[src/rtl/cfu_arb_pkg.sv]
// Shared sizing, tagged FIFO word layout and the round-robin pick helper
// for the CFU request/response arbiter.
package cfu_arb_pkg;

   localparam int NUM_REQ         = 4;
   localparam int DATA_WIDTH      = 42;
   localparam int ID_W            = $clog2(NUM_REQ);
   localparam int PAYLOAD_W       = DATA_WIDTH - ID_W;
   localparam int MAX_OUTSTANDING = 4;
   localparam int CNT_W           = $clog2(MAX_OUTSTANDING + 1);

   typedef struct packed {
      logic [ID_W-1:0]      id;
      logic [PAYLOAD_W-1:0] payload;
   } cfu_tagged_t;

   // First set bit of mask at or after ptr, wrapping modulo NUM_REQ.
   function automatic logic [ID_W-1:0] rr_pick(input logic [NUM_REQ-1:0] mask,
                                                input logic [ID_W-1:0]    ptr);
      logic [ID_W-1:0] pick;
      logic            found;
      int              idx;
      pick  = '0;
      found = 1'b0;
      for (int i = 0; i < NUM_REQ; i++) begin
         idx = (int'(ptr) + i) % NUM_REQ;
         if (!found && mask[idx]) begin
            pick  = ID_W'(idx);
            found = 1'b1;
         end
      end
      return pick;
   endfunction

endpackage

[src/rtl/cfu_req_arbiter_if.sv]
// Requester-side handshakes plus the shared CFU request/response FIFO ports.
interface cfu_req_arbiter_if;
   import cfu_arb_pkg::*;

   logic [NUM_REQ-1:0]                req_valid;
   logic [NUM_REQ-1:0][PAYLOAD_W-1:0] req_data;
   logic [NUM_REQ-1:0]                req_ready;
   logic [NUM_REQ-1:0]                resp_valid;
   logic [PAYLOAD_W-1:0]              resp_data;
   logic [NUM_REQ-1:0]                resp_ready;
   logic                              reqf_push;
   logic                              reqf_potential_push;
   logic [DATA_WIDTH-1:0]             reqf_data_in;
   logic                              reqf_full;
   logic                              rspf_valid;
   logic [DATA_WIDTH-1:0]             rspf_data_out;
   logic                              rspf_pop;

   modport slave (
      input  req_valid, req_data, resp_ready, reqf_full, rspf_valid, rspf_data_out,
      output req_ready, resp_valid, resp_data, reqf_push, reqf_potential_push,
             reqf_data_in, rspf_pop
   );

   modport master (
      output req_valid, req_data, resp_ready, reqf_full, rspf_valid, rspf_data_out,
      input  req_ready, resp_valid, resp_data, reqf_push, reqf_potential_push,
             reqf_data_in, rspf_pop
   );

endinterface

[src/rtl/cfu_rr_arbiter.sv]
// Round-robin picker owning rr_ptr; grant is combinational (0 cycles),
// pointer moves past the grant only when the caller reports advance.
module cfu_rr_arbiter
   import cfu_arb_pkg::*;
(
   input  logic               clk,
   input  logic               rst_n,
   input  logic [NUM_REQ-1:0] eligible,
   input  logic               advance,
   output logic [ID_W-1:0]    grant,
   output logic               grant_valid
);

   logic [ID_W-1:0] rr_ptr;

   assign grant       = rr_pick(eligible, rr_ptr);
   assign grant_valid = |eligible;

   always_ff @(posedge clk or negedge rst_n) begin
      if (!rst_n) begin
         rr_ptr <= '0;
      end else if (advance) begin
         rr_ptr <= (grant == ID_W'(NUM_REQ - 1)) ? '0 : grant + ID_W'(1);
      end
   end

endmodule

[src/rtl/cfu_req_arbiter.sv]
// Shares one CFU request/response FIFO pair among NUM_REQ requesters: 0-cycle grant,
// full FIFO or MAX_OUTSTANDING in flight stalls pushes, response pop waits on resp_ready.
module cfu_req_arbiter
   import cfu_arb_pkg::*;
(
   input  logic               clk,
   input  logic               rst_n,
   cfu_req_arbiter_if.slave   bus,
   output logic               busy,
   output logic               err_unexpected
);

   logic [CNT_W-1:0]   cnt [NUM_REQ];
   logic [NUM_REQ-1:0] eligible;
   logic [NUM_REQ-1:0] inc_vec;
   logic [NUM_REQ-1:0] dec_vec;
   logic [ID_W-1:0]    grant;
   logic               grant_valid;
   logic               push;
   logic               hit;
   logic               deliver;
   cfu_tagged_t        req_word;
   cfu_tagged_t        rsp_word;

   always_comb begin
      eligible = '0;
      for (int i = 0; i < NUM_REQ; i++)
         eligible[i] = bus.req_valid[i] && (cnt[i] < CNT_W'(MAX_OUTSTANDING));
   end

   cfu_rr_arbiter u_rr (
      .clk         (clk),
      .rst_n       (rst_n),
      .eligible    (eligible),
      .advance     (push),
      .grant       (grant),
      .grant_valid (grant_valid)
   );

   // Live requests may be present during reset, so the push is gated by rst_n.
   assign push                    = grant_valid && !bus.reqf_full && rst_n;
   assign bus.reqf_push           = push;
   assign bus.reqf_potential_push = grant_valid;
   assign req_word.id             = grant;
   assign req_word.payload        = bus.req_data[grant];
   assign bus.reqf_data_in        = req_word;

   assign rsp_word      = bus.rspf_data_out;
   assign bus.resp_data = rsp_word.payload;

   always_comb begin
      bus.req_ready  = '0;
      bus.resp_valid = '0;
      bus.rspf_pop   = 1'b0;
      hit            = 1'b0;
      deliver        = 1'b0;
      inc_vec        = '0;
      dec_vec        = '0;
      if (push) begin
         bus.req_ready[grant] = 1'b1;
         inc_vec[grant]       = 1'b1;
      end
      // Out-of-range or untracked IDs are popped and dropped without presentation.
      if (bus.rspf_valid && rst_n) begin
         if (int'(rsp_word.id) < NUM_REQ && cnt[rsp_word.id] != '0) begin
            hit                         = 1'b1;
            bus.resp_valid[rsp_word.id] = 1'b1;
            deliver                     = bus.resp_ready[rsp_word.id];
            bus.rspf_pop                = deliver;
            dec_vec[rsp_word.id]        = deliver;
         end else begin
            bus.rspf_pop = 1'b1;
         end
      end
   end

   always_ff @(posedge clk or negedge rst_n) begin
      if (!rst_n) begin
         err_unexpected <= 1'b0;
         for (int i = 0; i < NUM_REQ; i++)
            cnt[i] <= '0;
      end else begin
         if (bus.rspf_valid && !hit)
            err_unexpected <= 1'b1;
         for (int i = 0; i < NUM_REQ; i++) begin
            if (inc_vec[i] && !dec_vec[i])
               cnt[i] <= cnt[i] + CNT_W'(1);
            else if (dec_vec[i] && !inc_vec[i])
               cnt[i] <= cnt[i] - CNT_W'(1);
         end
      end
   end

   always_comb begin
      busy = 1'b0;
      for (int i = 0; i < NUM_REQ; i++)
         busy = busy | (cnt[i] != '0);
   end

endmodule

[src/flat_wrapper.sv]
// flat-port wrapper written by rule: the top's interface ports become plain ports
module cfu_req_arbiter_flat import cfu_arb_pkg::*;
  (clk, rst_n, busy, err_unexpected, bus_req_valid, bus_req_data, bus_resp_ready, bus_reqf_full, bus_rspf_valid, bus_rspf_data_out, bus_req_ready, bus_resp_valid, bus_resp_data, bus_reqf_push, bus_reqf_potential_push, bus_reqf_data_in, bus_rspf_pop);
  cfu_req_arbiter_if bus_i ();
  input  logic clk;
  input  logic rst_n;
  output logic busy;
  output logic err_unexpected;
  input wire logic [$bits(bus_i.req_valid)-1:0] bus_req_valid;
  input wire logic [$bits(bus_i.req_data)-1:0] bus_req_data;
  input wire logic [$bits(bus_i.resp_ready)-1:0] bus_resp_ready;
  input wire logic [$bits(bus_i.reqf_full)-1:0] bus_reqf_full;
  input wire logic [$bits(bus_i.rspf_valid)-1:0] bus_rspf_valid;
  input wire logic [$bits(bus_i.rspf_data_out)-1:0] bus_rspf_data_out;
  output wire logic [$bits(bus_i.req_ready)-1:0] bus_req_ready;
  output wire logic [$bits(bus_i.resp_valid)-1:0] bus_resp_valid;
  output wire logic [$bits(bus_i.resp_data)-1:0] bus_resp_data;
  output wire logic [$bits(bus_i.reqf_push)-1:0] bus_reqf_push;
  output wire logic [$bits(bus_i.reqf_potential_push)-1:0] bus_reqf_potential_push;
  output wire logic [$bits(bus_i.reqf_data_in)-1:0] bus_reqf_data_in;
  output wire logic [$bits(bus_i.rspf_pop)-1:0] bus_rspf_pop;
  assign bus_i.req_valid = bus_req_valid;
  assign bus_i.req_data = bus_req_data;
  assign bus_i.resp_ready = bus_resp_ready;
  assign bus_i.reqf_full = bus_reqf_full;
  assign bus_i.rspf_valid = bus_rspf_valid;
  assign bus_i.rspf_data_out = bus_rspf_data_out;
  assign bus_req_ready = bus_i.req_ready;
  assign bus_resp_valid = bus_i.resp_valid;
  assign bus_resp_data = bus_i.resp_data;
  assign bus_reqf_push = bus_i.reqf_push;
  assign bus_reqf_potential_push = bus_i.reqf_potential_push;
  assign bus_reqf_data_in = bus_i.reqf_data_in;
  assign bus_rspf_pop = bus_i.rspf_pop;
  cfu_req_arbiter u_core (.clk(clk), .rst_n(rst_n), .bus(bus_i), .busy(busy), .err_unexpected(err_unexpected));
endmodule
[config.mk]
export PLATFORM = sky130hd
export DESIGN_NAME = cfu_req_arbiter_flat
export DESIGN_NICKNAME = d
export VERILOG_FILES = /design/src/rtl/cfu_arb_pkg.sv /design/src/rtl/cfu_req_arbiter_if.sv /design/src/rtl/cfu_rr_arbiter.sv /design/src/rtl/cfu_req_arbiter.sv /design/src/flat_wrapper.sv
export SDC_FILE = /design/constraint.sdc
export NUM_CORES = 1
export LEC_CHECK = 0
export CAP_MARGIN = 25
export CORE_AREA = 2 2 119 121
export CTS_CLUSTER_SIZE = 20
export DETAILED_ROUTE_END_ITERATION = 7
export DIE_AREA = 0 0 121 123
export DONT_BUFFER_PORTS = 1
export GPL_ROUTABILITY_DRIVEN = 1
export PLACE_DENSITY = 0.35
export REMOVE_ABC_BUFFERS = 1
export SLEW_MARGIN = 25
export SYNTH_ARGS = -nofsm -noshare
export SYNTH_HDL_FRONTEND = slang
export SYNTH_HIERARCHICAL = 1
export SYNTH_SLANG_ARGS = --single-unit
[constraint.sdc]
create_clock -name clk -period 3.6 [get_ports clk]
set_input_delay 0.54 -clock clk [delete_from_list [all_inputs] [get_ports clk]]
set_output_delay 0.54 -clock clk [all_outputs]
set_load 0.01 [all_outputs]
==> results.txt <==
----------------------------------------------------
[Synth]
  Top cells by area, synth ... sky130_fd_sc_hd__mux4_2, sky130_fd_sc_hd__dfrtp_1, sky130_fd_sc_hd__buf_4
  Yosys warning total ... 6
  Count of flip-flops with a built-in enable after synthesis ... 0
  Yosys reg bits ... 15
  Synthesized area divided by synthesized cell count ... 12.07 um^2
  Cell type with the highest aggregate area in the netlist ... sky130_fd_sc_hd__mux4_2
  Dominant synthesized flop cell ... sky130_fd_sc_hd__dfrtp_1
  Share of flip-flops with an asynchronous set or reset ... 1.000
  Synth Instances ... 197
  Post-synth cell types ... 42
  Summed instance area of the synthesized netlist ... 2377 um^2
  Register area share after synthesis ... 0.1579
  Post-synth top area share ... 0.3600

[Clock tree]
  Clock transition at the registers of the reported paths ... 0.05 ns
  Maximum clock insertion buffer count ... 2
  TritonCTS Sinks ... 15
  Number of buffers created by CTS ... 3
  TritonCTS clock tree ... done
  CTS Root Cell ... sky130_fd_sc_hd__clkbuf_16
  Clock latency reported for the late side of the worst-skew pair ... 0.25 ns
  Max H-tree Level ... 1
  Cts repair resizes ... 0

[Timing]
  Max Clock Skew ... 0.001234 ns
  Count of endpoints failing setup in the final report ... 0
  Hold Violations, Final ... 0
  Number of pins exceeding their max-slew limit in the final report ... 0
  Slew Limit Headroom ... 0.4414
  Max Freq ... 0.3034 GHz
  Final critical-path setup slack ... 0.3036 ns
  Tcrit/Tclk final ... 0.9157
  RSZ-0062 raised after global routing ... false
  Final TNS setup ... 0 ns
  Tightest Pin Transition ... 0.8352 ns
  Crit path time final ... 3.296 ns

[Layout]
  Commonest non-fill, non-tap cell in the layout ... sky130_fd_sc_hd__mux4_2
  Count of fill cells added during filler insertion ... 1495
  NumNets Final ... 380
  Top library cells by usage in the layout, fill and taps aside ... sky130_fd_sc_hd__mux4_2, sky130_fd_sc_hd__dfrtp_1, sky130_fd_sc_hd__nor2_1, sky130_fd_sc_hd__nand2_1, sky130_fd_sc_hd__xor2_1
  Flip-flop and latch area ... 375.4 um^2
  Area used by multi-input combinational logic ... 1583 um^2
  Area growth from synthesis to layout ... -0.5262%
  Fraction of final layout cells with drive strength greater than 1 ... 0.3694
  Post-Layout Cell Count ... 339

[Global route]
  Antenna violations before repair ... 4
  Met3 GRT Util ... 0.1845
  Pin count of the biggest net entering global routing ... 42
  Tot GR Track Use ... 0.1575
  GRT Max-Usage Layer ... met2
  Met2 global-route usage ... 0.2844
  Overall overflow remaining after global route ... 0
  Met1 global-route usage ... 0.1069
  Wire length of the first global-routing pass ... 15660 um
  Number of global-route vias before repair ... 1808

[Detailed routing]
  Number of violations reported at the end of detailed-routing iteration 0 ... 74
  Post-detailed-route DRC marker count ... 0
  Total wire length ... 12680 um
  Detailed-route wire length per cell ... 37.41 um
  Avg Vias per Cell ... 4.885
  Total via count after detailed routing ... 1656
  First-pass iteration count of the detailed router ... 4
  Remaining number of nets flagged by the antenna check after routing ... 0

[Worst setup path]
  Required time at the endpoint of the critical path ... 3.06 ns
  Worst Setup Path Type ... register to output pin
  Crit path launch type ... register
  Data arrival time of the worst path ... 2.76 ns
  Max FO, Critical Path ... 41
  Kind of end point of the critical path ... output pin

[Placed design]
  I/O Buffers ... 0
  Global placer's final weighted congestion ... 0.8820
  Dpl cells ... 332
  Placed wire-length estimate after detailed placement ... 11250 um
  Placement Setup Slack ... 0.4015 ns

[Flow run]
  Max capacitance violation total ... 0

[Floorplan]
  Row count ... 43
  Area of the core ... 13610 um^2
  Chip width ... 121 um
  Area of the die ... 14880 um^2
  Number of top-level pins ... 309
  Starting density of the core ... 0.1746
  Vertical die dimension ... 123 um

[Power]
  Maximum vdd ir drop ... 0.0003265 V
  Pwr dens ... 860.1 nW/um^2
  Pleak ... 0.7683 nW

[Worst hold path]
  Type of the most critical hold path ... input port to register

[Status]
  Outcome ... finished clean

----------------------------------------------------
[cells by family (layout without fill, tap and decap cells)]
logic type,after synthesis,in the layout,share of synthesized area
other cells,0,2,0
xor+xnor,13,13,0.04790
buf+inv,58,18,0.1858
fa+ha+maj,8,8,0.05474
mux,45,45,0.4053
simple gates,45,45,0.1032
compound gates,13,13,0.04526
flops,15,15,0.1579
[worst max-delay path, cell delays in order, from the launching register on]
cell and delay [ns]:
sky130_fd_sc_hd__dfrtp_1 0.40, sky130_fd_sc_hd__nor2b_1 0.35, sky130_fd_sc_hd__nor2b_4 0.07, sky130_fd_sc_hd__o21a_1 0.20, sky130_fd_sc_hd__a311oi_4 0.45, sky130_fd_sc_hd__buf_12 0.34, sky130_fd_sc_hd__mux4_1 0.67
[routing by layer]
| layer | up-vias | share of wire |
|---|---|---|
| li1 | 642 | - |
| met1 | 780 | 0.22 |
| met2 | 222 | 0.52 |
| met3 | 10 | 0.25 |
| met4 | 2 | 0.0055 |
| met5 | - | 0.0013 |
[final cells by class]
class,instances,area share
sequential,15,0.1587
timing repair buffer,8,0.03175
tap,180,0.09524
multi-input combinational,124,0.6693
clock buffer,4,0.03333
antenna,2,0.002116
inverter,6,0.009524
[Yosys cell counts, types with 2 or more instances]
cell and n:
sky130_fd_sc_hd__a21oi_1 3, sky130_fd_sc_hd__xnor2_1 5, sky130_fd_sc_hd__mux4_2 38, sky130_fd_sc_hd__inv_1 6
sky130_fd_sc_hd__nand2_1 9, sky130_fd_sc_hd__buf_6 2, sky130_fd_sc_hd__nand2b_1 2, sky130_fd_sc_hd__nor3b_1 2
sky130_fd_sc_hd__nor2_1 11, sky130_fd_sc_hd__fa_1 4, sky130_fd_sc_hd__xor2_1 8, sky130_fd_sc_hd__buf_12 3
sky130_fd_sc_hd__buf_2 4, sky130_fd_sc_hd__nor4_1 3, sky130_fd_sc_hd__ha_1 4, sky130_fd_sc_hd__a2111oi_0 2
sky130_fd_sc_hd__nor3_1 5, sky130_fd_sc_hd__mux4_1 2, sky130_fd_sc_hd__mux2_2 4, sky130_fd_sc_hd__buf_4 41
sky130_fd_sc_hd__nor2b_1 4, sky130_fd_sc_hd__dfrtp_1 15
[power by group]
group	switching (mW)	total [mW]	internal (mW)
Clock	0.0711	0.221	0.150
Combinational	0.768	1.45	0.685
Sequential	0.109	0.359	0.250
Total	0.949	2.03	1.09
[flip-flops by register name, summed over array words and instances, names as in the netlist]
| register | flops |
|---|---|
| u_core/cnt | 12 |
| u_core/err_unexpected | 1 |
| u_core/u_rr/rr_ptr | 2 |
[path summary, 6_finish.rpt]
path | from | endpoint | slack (ns) | depth (start not counted)
setup / recovery | u_core/cnt[2]$_DFFE_PN0P_ | bus_reqf_data_in[39] | 0.30 | 6
hold / removal | bus_rspf_valid | u_core/err_unexpected$_DFFE_PN0P_ | 0.46 | 2
setup reg to reg | u_core/cnt[2]$_DFFE_PN0P_ | u_core/cnt[11]$_DFFE_PN0P_ | 0.65 | 11
hold reg to reg | u_core/cnt[2]$_DFFE_PN0P_ | u_core/cnt[2]$_DFFE_PN0P_ | 0.49 | 1
max in group asynchronous | rst_n | u_core/u_rr/rr_ptr[0]$_DFFE_PN0P_ | 2.24 | 1
min in group asynchronous | rst_n | u_core/cnt[6]$_DFFE_PN0P_ | 0.84 | 1
[through the flow]
step | instance area, um^2 | utilization | power [mW] | hold WS, ns
floorplan | 1958 | - | 1.546 | 0.2444
global placement | 2271 | 0.1668 | 1.824 | 0.2449
detailed placement | 2271 | 0.1668 | 1.833 | 0.2449
CTS | 2360 | 0.1734 | 2.082 | 0.4599
global route | 2365 | 0.1737 | 2.176 | 0.5000
finish | 2365 | 0.1737 | 2.034 | 0.4596
[repair_timing]
| action | in CTS | in global routing |
|---|---|---|
| setup buffers | 0 | 0 |
| endpoints found under the hold margin | 15 | 0 |
| hold buffers | 1 | 0 |
| setup endpoints to repair | 0 | 0 |
Power figures use the tool's default switching activity.
